**src/rtl/fp_result_skid.sv**
```systemverilog
// Two-entry skid buffer draining IEEE-754 results with head-word classification.
// Optional FP_SKID_CANON_NAN_EN: replace captured NaNs with the canonical quiet NaN.
module fp_result_skid #(
   parameter int EXP_BITS  = 8,
   parameter int MAN_BITS  = 23,
   parameter int WORD_SIZE = 1 + EXP_BITS + MAN_BITS
) (
   input  logic                 clk,
   input  logic                 rst,
   input  logic                 in_valid,
   input  logic [WORD_SIZE-1:0] in_data,
   output logic                 in_ready,
   output logic                 out_valid,
   output logic [WORD_SIZE-1:0] out_data,
   input  logic                 out_ready,
   output logic                 out_is_nan,
   output logic                 out_is_inf,
   output logic                 out_is_zero,
   output logic [1:0]           occupancy
);

   typedef enum logic [1:0] {
      S_EMPTY = 2'd0,
      S_ONE   = 2'd1,
      S_TWO   = 2'd2
   } state_t;

   state_t               state_q, state_d;
   logic [WORD_SIZE-1:0] head_q, head_d;
   logic [WORD_SIZE-1:0] skid_q, skid_d;
   logic                 in_ready_q, in_ready_d;
   logic                 in_fire, out_fire;
   logic [WORD_SIZE-1:0] cap_word;
   logic [EXP_BITS-1:0]  head_exp;
   logic [MAN_BITS-1:0]  head_man;

`ifdef FP_SKID_CANON_NAN_EN
   logic                 in_nan;
   assign in_nan = (&in_data[WORD_SIZE-2 -: EXP_BITS])
                 & (|in_data[MAN_BITS-1:0]);
   assign cap_word = in_nan
      ? {1'b0, {EXP_BITS{1'b1}}, 1'b1, {(MAN_BITS-1){1'b0}}}
      : in_data;
`else
   assign cap_word = in_data;
`endif

   assign in_fire  = in_valid & in_ready_q;
   assign out_fire = out_valid & out_ready;

   always_comb begin
      state_d    = state_q;
      head_d     = head_q;
      skid_d     = skid_q;
      in_ready_d = in_ready_q;
      unique case (state_q)
         S_EMPTY: begin
            if (in_fire) begin
               head_d  = cap_word;
               state_d = S_ONE;
            end
         end
         S_ONE: begin
            if (in_fire && out_fire) begin
               head_d = cap_word;
            end else if (in_fire) begin
               skid_d     = cap_word;
               state_d    = S_TWO;
               in_ready_d = 1'b0;
            end else if (out_fire) begin
               state_d = S_EMPTY;
            end
         end
         S_TWO: begin
            // skid is older than anything upstream, so it moves to head
            if (out_fire) begin
               head_d     = skid_q;
               state_d    = S_ONE;
               in_ready_d = 1'b1;
            end
         end
         default: begin
            state_d    = S_EMPTY;
            in_ready_d = 1'b1;
         end
      endcase
   end

   always_ff @(posedge clk or posedge rst) begin
      if (rst) begin
         state_q    <= S_EMPTY;
         head_q     <= '0;
         skid_q     <= '0;
         in_ready_q <= 1'b1;
      end else begin
         state_q    <= state_d;
         head_q     <= head_d;
         skid_q     <= skid_d;
         in_ready_q <= in_ready_d;
      end
   end

   assign head_exp  = head_q[WORD_SIZE-2 -: EXP_BITS];
   assign head_man  = head_q[MAN_BITS-1:0];

   assign in_ready    = in_ready_q;
   assign out_valid   = (state_q != S_EMPTY);
   assign out_data    = head_q;
   assign occupancy   = state_q;
   assign out_is_nan  = out_valid & (&head_exp) & (|head_man);
   assign out_is_inf  = out_valid & (&head_exp) & ~(|head_man);
   assign out_is_zero = out_valid & ~(|head_exp) & ~(|head_man);

endmodule

```
**config.mk**
```make
export PLATFORM = sky130hd
export DESIGN_NAME = fp_result_skid
export DESIGN_NICKNAME = d
export VERILOG_FILES = /design/src/rtl/fp_result_skid.sv
export SDC_FILE = /design/constraint.sdc
export NUM_CORES = 1
export LEC_CHECK = 0
export ABC_CLOCK_PERIOD_IN_PS = 2650
export CELL_PAD_IN_SITES_DETAIL_PLACEMENT = 0
export CELL_PAD_IN_SITES_GLOBAL_PLACEMENT = 1
export CORE_ASPECT_RATIO = 0.9
export CORE_MARGIN = 5
export CORE_UTILIZATION = 40
export DETAILED_ROUTE_END_ITERATION = 12
export GPL_TIMING_DRIVEN = 0
export PLACE_DENSITY = 0.8
export SYNTH_ARGS = -nofsm -noshare
export SYNTH_HDL_FRONTEND = slang
export SYNTH_SLANG_ARGS = --single-unit
```
**constraint.sdc**
```tcl
create_clock -name clk -period 2.65 [get_ports clk]
set_input_delay 0.265 -clock clk [delete_from_list [all_inputs] [get_ports clk]]
set_output_delay 0.265 -clock clk [all_outputs]
set_load 0.02 [all_outputs]
```
==> results.cfg, run 1 <==
[detailed_routing]
drc = 0
drt_pass1_iterations = 4
antenna_left = 0
first_iter_violations = 78
dr_total_vias = 1931
vias_per_cell = 4.93
routed_wl_mm = 6.53
wl_per_cell_um = 16.7

[yosys]
ys_seq_area_frac = 0.540
synth-seq-cells = 67
syn-instance-count = 206
avgSynthCellArea_um2 = 15.1
synthArstFlopShare = 1.00
syn-cell-area_mm2 = 0.00311
ys.flop_type = dfrtp_1
synth_cell_types = 25
synth_nets = 242
ys_warn_count = 0
synth-edff-count = 0

[worst_setup_path]
crit_buf_inv = 1
crit_chain = nor4_1 -> nand4_1 -> nor3_1 -> clkdlybuf4s50_1
cpPeakStageDelay_ns = 0.63
critical_path_class = flop to primary output
ff2ff_path_depth = 4
r2r_slack_ns = 0.80
crit_arrival_ns = 2.29
worst_ep_required_time_ns = 2.38
path_max_fanout = 3
timing.rr.end = out_data[11]$_DFFE_PP0P_
cp-end-kind = primary output
startpoint_type = flop
cpMaxStageDelayCell = clkdlybuf4s50_1
cp.depth = 4
r2r_start = in_ready$_DFFE_PP1P_
cpLargestDelayFamily = simple AND/OR/NAND/NOR gates

[cts]
htreeDepth = 3
hold_buffers = 0
cts-root-buf = clkbuf_8
clk_path_buf_depth = 2
cts_buffers = 9
cts_tree = yes
clkLatencyLatePin_ns = 0.34
clkTransAtPathRegs_ns = 0.07
clock-sinks = 67
cts_setup_buffers = 0

[pwr]
ir_drop_v = 0.000530
leakagePower_nw = 1.86
p_per_area_mw_per_mm2 = 832

[floorplan]
initial_core_util = 0.412
die_area_mm2 = 0.00963
die_y_um = 93.6
die_w_um = 103
rows = 30
core_area_mm2 = 0.00754
io_pins = 75

[timing]
skew_ns = 0.00936
period_share = 0.964
rsz0062_at_grt = no
worst_slack_ns = 0.0965
worst_pin_slew_ns = 0.818
period_minus_slack_ns = 2.55
slew_headroom = 0.455
hold_viol = 0
setup_violations = 0
fmax_ghz = 0.392
final_max_slew_viol_count = 0

[cells_and_area]
layout.nets = 327
diodes = 0
mostFrequentLayoutCells = mux2_2 (96), clkdlybuf4s50_1 (72), dfrtp_1 (66)
final_core_util = 0.557
area_growth_pct = 35.2
drive_gt1_frac = 0.439
final_common_cell = mux2_2

[placed_design]
gp_congestion = 0.753
hpwl_mm = 4.73
port_buffers = 74
dp_slack_ns = 0.378

[min_path]
holdCritPathClass = primary input to asynchronous set/reset pin

[grt]
track_usage = 0.151
grt_max_degree = 68
grt_overflow = 0
first_global_vias = 2134
antenna_found_initial = 0
grt_pass1_wl_mm = 11.0

[outcome]
outcome = completed

[flow_run]
maxCapViolCount = 0
power by group:
part           leakage [nW]  switching [mW]  internal [mW]
Sequential            0.885           0.208           1.26
Combinational         0.864           0.469          0.599
Clock                 0.113           0.374          0.580
Total                  1.86            1.05           2.44
state kept, by name (all words and copies together) (netlist names):
register and count:
out_data 32, occupancy 2, skid_q 32, in_ready 1
what timing repair did:
item / 4_1_cts / 5_1_grt
setup endpoints to repair: 1 / 1
gates resized for setup: 1 / 1
cloned: 0 / 0
cells by family (layout without fill, tap and decap cells):
logic type | Yosys count | in the layout | share of synthesized area
muxes | 97 | 97 | 0.351
DFF | 67 | 67 | 0.540
AOI/OAI and AO/OA | 7 | 7 | 0.0226
and+or+nand+nor | 23 | 23 | 0.0499
buffers and inverters | 12 | 102 | 0.0362
worst max path at each step:
stage / from / to
floorplan: occupancy[1]$_DFFE_PP0P_ / out_is_inf
global placement: rst / skid_q[3]$_DFFE_PP0P_
detailed placement: occupancy[1]$_DFFE_PP0P_ / out_is_nan
CTS: occupancy[1]$_DFFE_PP0P_ / out_is_inf
global route: out_data[14]$_DFFE_PP0P_ / out_is_zero
finish: out_data[14]$_DFFE_PP0P_ / out_is_zero
Yosys cell counts, drive strengths merged, types with 3 or more instances:
library cell	number	area (um^2)
nand2	3	11.3
nor3	3	15.0
buf	11	109
dfrtp	66	1650
nand4	3	18.8
mux2	96	1080
nor4	7	43.8
final cells by class:
type                    count  area [um^2]
fillers                   666         3350
well taps                  96          120
plain buffers              11          109
inverters                   1         6.26
clock inverters             4         72.6
clock buffers              12          155
multi-input cells         127         1320
repair buffers             74          742
flip-flops and latches     67         1680
layer usage:
metal	vias to the layer above	track usage	wire, um
met4	0	0.0453	68
li1	929	-	-
met5	-	0	0
met1	958	0.191	2900
met2	40	0.237	3240
met3	4	0.0597	315
metrics by stage:
step / total power [mW] / std cells / cell area, um^2 / TNS (ns) / hold slack [ns]
5_1_grt: 3.68 / 392 / 4200 / 0 / 0.504
4_1_cts: 3.54 / 392 / 4200 / 0 / 0.479
6_report: 3.49 / 392 / 4200 / 0 / 0.436
3_5_place_dp: 2.57 / 376 / 3970 / 0 / 0.492
2_1_floorplan: 1.98 / 206 / 3110 / 0 / 0.362
3_3_place_gp: 2.56 / 376 / 3970 / -32.81 / 0.485
Note: power is estimated with default switching activity, not from simulation.
==> run 2: changes to the inputs <==
==> config.mk (replaced) <==
export PLATFORM = sky130hd
export DESIGN_NAME = fp_result_skid
export DESIGN_NICKNAME = d
export VERILOG_FILES = /design/src/rtl/fp_result_skid.sv
export SDC_FILE = /design/constraint.sdc
export NUM_CORES = 1
export LEC_CHECK = 0
export ABC_CLOCK_PERIOD_IN_PS = 2200
export CELL_PAD_IN_SITES_DETAIL_PLACEMENT = 0
export CELL_PAD_IN_SITES_GLOBAL_PLACEMENT = 2
export CORE_ASPECT_RATIO = 0.9
export CORE_MARGIN = 5
export CORE_UTILIZATION = 31
export DETAILED_ROUTE_END_ITERATION = 12
export GPL_ROUTABILITY_DRIVEN = 0
export GPL_TIMING_DRIVEN = 0
export PLACE_DENSITY = 0.78
export SYNTH_ARGS = -nofsm -noshare
export SYNTH_HDL_FRONTEND = slang
export SYNTH_SLANG_ARGS = --single-unit
==> constraint.sdc (replaced) <==
create_clock -name clk -period 2.2 [get_ports clk]
set_input_delay 0.22 -clock clk [delete_from_list [all_inputs] [get_ports clk]]
set_output_delay 0.22 -clock clk [all_outputs]
set_load 0.02 [all_outputs]
==> run 2 against run 1 <==
Against the previous run: register-to-register slack worse by 0.47 ns; via count rose by 3.3%; clock-buffer cell count fell by 2; setup slack better by 0.025 ns; sequential power increased by 23%; die area up 26%; critical endpoint is now out_is_nan; utilization fell by 11 points; largest power group unchanged; first-iteration DRC count down 51%; clock skew down 0.00059 ns; flip-flop and latch count did not move; power up 29%; highest routed layer unchanged; final area rose by 2.9%.
==> results.cfg, run 2 (synthesis results as in run 1) <==
[timing]
tns_ns = 0
setup_violations = 0
skew_ns = 0.00877
fmax_ghz = 0.481
period_minus_slack_ns = 2.08
worst_pin_slew_ns = 0.826
hold_viol = 0
period_share = 0.945
final_max_slew_viol_count = 0
slew_headroom = 0.449

[worst_setup_path]
cpLargestDelayFamily = simple AND/OR/NAND/NOR gates
crit_arrival_ns = 1.86
r2r_slack_ns = 0.33
critical_path_class = flop to primary output
cpMaxStageDelayCell = or3b_2
r2r_start = in_ready$_DFFE_PP1P_
ff2ff_path_depth = 4
cp-end-kind = primary output
crit_buf_inv = 2
cpPeakStageDelay_ns = 0.45
timing.rr.end = skid_q[25]$_DFFE_PP0P_
path_max_fanout = 9
worst_ep_required_time_ns = 1.98
crit_chain = buf_6 -> or2_2 -> or3b_2 -> o21ba_2 -> buf_2
startpoint_type = flop

[floorplan]
rows = 34
die_area_mm2 = 0.0121
core_area_mm2 = 0.00974
io_pins = 75
die_y_um = 105
die_w_um = 116
initial_core_util = 0.319

[cts]
clkLatencyLatePin_ns = 0.34
cts_buffers = 9
htreeDepth = 3
cts_tree = yes
clock-sinks = 67
hold_buffers = 0
clk_path_buf_depth = 2
cts-root-buf = clkbuf_8
clkTransAtPathRegs_ns = 0.08

[detailed_routing]
vias_per_cell = 4.72
wl_per_cell_um = 16.7
dr_total_vias = 1995
antenna_left = 0
routed_wl_mm = 7.07
drt_pass1_iterations = 4
first_iter_violations = 38
drc = 0

[grt]
grt_max_degree = 68
antenna_found_initial = 0
grt_pass1_wl_mm = 11.9
grt_overflow = 0
first_global_vias = 2204
track_usage = 0.128

[pwr]
ir_drop_v = 0.000505
p_per_area_mw_per_mm2 = 1040
leakagePower_nw = 1.87

[cells_and_area]
diodes = 0
mostFrequentLayoutCells = mux2_2 (96), clkdlybuf4s50_1 (71), dfrtp_1 (66)
final_common_cell = mux2_2
stdcell_count = 423
layout.nets = 328
area_growth_pct = 39.0
drive_gt1_frac = 0.465

[outcome]
outcome = completed

[min_path]
holdCritPathClass = primary input to asynchronous set/reset pin

[placed_design]
port_buffers = 74
dp_cells = 406
hpwl_mm = 5.16

[flow_run]
maxCapViolCount = 0
==> run 2: cell count changes in the layout (fill, tap and decap cells not counted), sizes merged <==
cell and delta:
buf +3, bufinv +2, clkbuf -2, clkdlybuf4s15 +1, clkdlybuf4s50 -1, dlygate4sd2 -1, dlymetal6s2s -1
==> run 2: layout make-up <==
cell class | count | area (um^2)
clock buffers | 10 | 138
plain buffers | 11 | 113
well taps | 126 | 158
inverters | 1 | 6.26
clock inverters | 6 | 136
flip-flops and latches | 67 | 1680
fillers | 935 | 5420
multi-input cells | 127 | 1350
repair buffers | 75 | 739
==> run 2: worst max-delay path by stage <==
stage,startpoint,slack [ns],to,cells past startpoint
floorplan,occupancy[1]$_DFFE_PP0P_,0.22,out_is_inf,4
global placement,rst,-0.94,skid_q[21]$_DFFE_PP0P_,2
detailed placement,out_data[9]$_DFFE_PP0P_,-0.11,out_is_zero,4
CTS,out_data[9]$_DFFE_PP0P_,0.01,out_is_zero,4
global route,occupancy[1]$_DFFE_PP0P_,-0.001,out_is_nan,5
finish,occupancy[1]$_DFFE_PP0P_,0.12,out_is_nan,5
==> run 2: per-layer routing <==
layer  global-route usage  part of all wire  up-vias
met5                    0                 0        -
met1                0.166              0.44     1013
li1                     -                 -      932
met3               0.0486             0.059        5
met2                0.199              0.48       45
met4               0.0352             0.013        0
==> run 2: stage by stage <==
| step | power (mW) | hold WS, ns | util | cell area [um^2] | setup slack [ns] |
|---|---|---|---|---|---|
| 2_1_floorplan | 2.39 | 0.317 | - | 3110 | 0.219 |
| 3_3_place_gp | 3.10 | 0.484 | 0.411 | 4010 | -0.944 |
| 3_5_place_dp | 3.12 | 0.494 | 0.411 | 4010 | -0.112 |
| 4_1_cts | 4.55 | 0.431 | 0.441 | 4300 | 0.0108 |
| 5_1_grt | 4.75 | 0.480 | 0.443 | 4320 | -0.00118 |
| 6_report | 4.51 | 0.389 | 0.443 | 4320 | 0.121 |
==> run 2: where the power goes <==
part           internal [mW]  leakage [nW]  switching, mW
sequential              1.52         0.885          0.289
combinational          0.744         0.856          0.574
clock                  0.900         0.133          0.482
total                   3.17          1.87           1.34
==> run 2: timing repair <==
action,in CTS,in global routing
endpoints found under the setup margin,3,3
setup buffers,0,1
pin swaps,1,2
resized for setup,16,4
==> run 3: changes to the inputs <==
==> config.mk (replaced) <==
export PLATFORM = sky130hd
export DESIGN_NAME = fp_result_skid
export DESIGN_NICKNAME = d
export VERILOG_FILES = /design/src/rtl/fp_result_skid.sv
export SDC_FILE = /design/constraint.sdc
export NUM_CORES = 1
export LEC_CHECK = 0
export ABC_CLOCK_PERIOD_IN_PS = 2200
export CELL_PAD_IN_SITES_DETAIL_PLACEMENT = 1
export CELL_PAD_IN_SITES_GLOBAL_PLACEMENT = 1
export CORE_ASPECT_RATIO = 0.9
export CORE_MARGIN = 5
export CORE_UTILIZATION = 36
export DETAILED_ROUTE_END_ITERATION = 12
export GPL_ROUTABILITY_DRIVEN = 0
export GPL_TIMING_DRIVEN = 0
export PLACE_DENSITY = 0.76
export SYNTH_ARGS = -nofsm -noshare
export SYNTH_HDL_FRONTEND = slang
export SYNTH_SLANG_ARGS = --single-unit
==> run 3 against run 2 <==
Against the previous run: via count is 1.3% higher; cell count decreased by 0.71%; sequential share of layout area rose by 0.73 points; clock power fell by 32%; largest cell class unchanged; power fell by 10%; clock-buffer cell count increased by 4; die area is 13% lower; utilization up 5.6 points; fmax decreased by 0.77%; setup slack worse by 0.016 ns.
==> results.cfg, run 3 (synthesis results as in run 1) <==
[timing]
fmax_ghz = 0.477
period_share = 0.952
final_max_slew_viol_count = 0
hold_viol = 0
skew_ns = 0.00626
worst_pin_slew_ns = 0.827
tns_ns = 0
setup_violations = 0
rsz0062_at_grt = no
period_minus_slack_ns = 2.10
slew_headroom = 0.448

[detailed_routing]
dr_total_vias = 2021
antenna_left = 0
drt_pass1_iterations = 4
wl_per_cell_um = 17.3
vias_per_cell = 4.81
first_iter_violations = 31
routed_wl_mm = 7.26
drc = 0

[floorplan]
io_pins = 75
rows = 32
core_area_mm2 = 0.00849
die_area_mm2 = 0.0106
die_w_um = 108
initial_core_util = 0.366
die_y_um = 98.1

[grt]
grt_pass1_wl_mm = 12.0
grt_overflow = 0
antenna_found_initial = 0
met2_usage = 0.244
grt_util_met3 = 0.0423
grt_busiest_layer = met2
track_usage = 0.146
use_met1 = 0.181
grt_max_degree = 68
first_global_vias = 2322

[worst_setup_path]
r2r_start = in_ready$_DFFE_PP1P_
path_max_fanout = 6
worst_ep_required_time_ns = 1.98
crit_start = occupancy[1]$_DFFE_PP0P_
r2r_slack_ns = 0.29
critical_path_class = flop to primary output
startpoint_type = flop
timing.rr.end = out_data[30]$_DFFE_PP0P_
crit_arrival_ns = 1.88
ff2ff_path_depth = 4
cp-end-kind = primary output
endpoint = out_is_nan

[cts]
clkTransAtPathRegs_ns = 0.07
clock-sinks = 67
htreeDepth = 3
cts_tree = yes
clk_path_buf_depth = 2
hold_buffers = 0
clkLatencyLatePin_ns = 0.33
cts-root-buf = clkbuf_8
cts_buffers = 9

[placed_design]
port_buffers = 74
dp_cells = 399
hpwl_mm = 5.32

[cells_and_area]
layout.nets = 332
drive_gt1_frac = 0.468
stdcell_count = 420
final_common_cell = mux2_2
area_growth_pct = 36.4
diodes = 0
fill_cells = 866
mostFrequentLayoutCells = mux2_2 (96), clkdlybuf4s50_1 (71), dfrtp_1 (66)

[pwr]
netSwitchingPower_mw = 1.29
leakagePower_nw = 1.86
switching_share = 0.318
combinationalPowerShare = 0.328
ir_drop_v = 0.000521
pwr-share-clk = 0.230
p_seq_frac = 0.442
p_per_area_mw_per_mm2 = 958
intPower_mw = 2.77

[flow_run]
maxCapViolCount = 0

[min_path]
holdCritPathClass = primary input to asynchronous set/reset pin

[outcome]
outcome = completed
-- run 3: worst min path at each step --
stage                                     endpoint                    from  depth (start not counted)
final                        skid_q[1]$_DFFE_PP0P_                     rst                          2
after detailed placement    skid_q[13]$_DFFE_PP0P_  skid_q[13]$_DFFE_PP0P_                          1
after CTS                    skid_q[1]$_DFFE_PP0P_                     rst                          2
after global routing         skid_q[1]$_DFFE_PP0P_                     rst                          2
after global placement      skid_q[19]$_DFFE_PP0P_  skid_q[19]$_DFFE_PP0P_                          1
after floorplan           occupancy[1]$_DFFE_PP0P_               out_ready                          1
-- run 3: final cells by class --
cell class	count	area [um^2]	area share
plain buffers	11	113	0.0266
clock buffers	14	173	0.0407
clock inverters	2	10.0	0.00236
inverters	1	6.26	0.00148
multi-input cells	127	1350	0.318
flip-flops and latches	67	1680	0.396
well taps	119	149	0.0351
repair buffers	79	763	0.180
-- run 3: power groups by stage --
stage          clock network (mW)  registers [mW]  logic [mW]
6_report                    0.935            1.79        1.33
5_1_grt                      1.02            1.85        1.42
4_1_cts                     0.978            1.81        1.34
3_5_place_dp                    0            1.81        1.32
3_3_place_gp                    0            1.79        1.29
2_1_floorplan                   0            2.04       0.342
-- run 3: timing repair --
action | in CTS | in global routing
resized for setup | 18 | 2
pin swaps | 1 | 2
setup buffers | 2 | 3
setup endpoints to repair | 3 | 3
-- run 3: worst max-delay path: stages (launching register included) --
cell     delay [ns]
dfrtp_1        0.38
buf_6          0.14
or2_2          0.15
or3b_2         0.48
o21ba_2        0.25
buf_2          0.16
-- run 3: metrics by stage --
step | hold WS, ns | utilization | total power, mW | cell area [um^2] | setup slack (ns)
3_5_place_dp | 0.495 | 0.471 | 3.12 | 4000 | -0.0510
6_report | 0.392 | 0.499 | 4.06 | 4240 | 0.105
2_1_floorplan | 0.317 | - | 2.39 | 3110 | 0.219
4_1_cts | 0.432 | 0.496 | 4.13 | 4210 | 0.0574
5_1_grt | 0.464 | 0.499 | 4.29 | 4240 | 0.00986
3_3_place_gp | 0.485 | 0.471 | 3.08 | 4000 | -0.915
-- run 3: per-layer routing --
| metal | wire [um] | part of all wire |
|---|---|---|
| met1 | 3170 | 0.44 |
| met3 | 294 | 0.040 |
| met2 | 3710 | 0.51 |
| met5 | 0 | 0 |
| met4 | 87 | 0.012 |
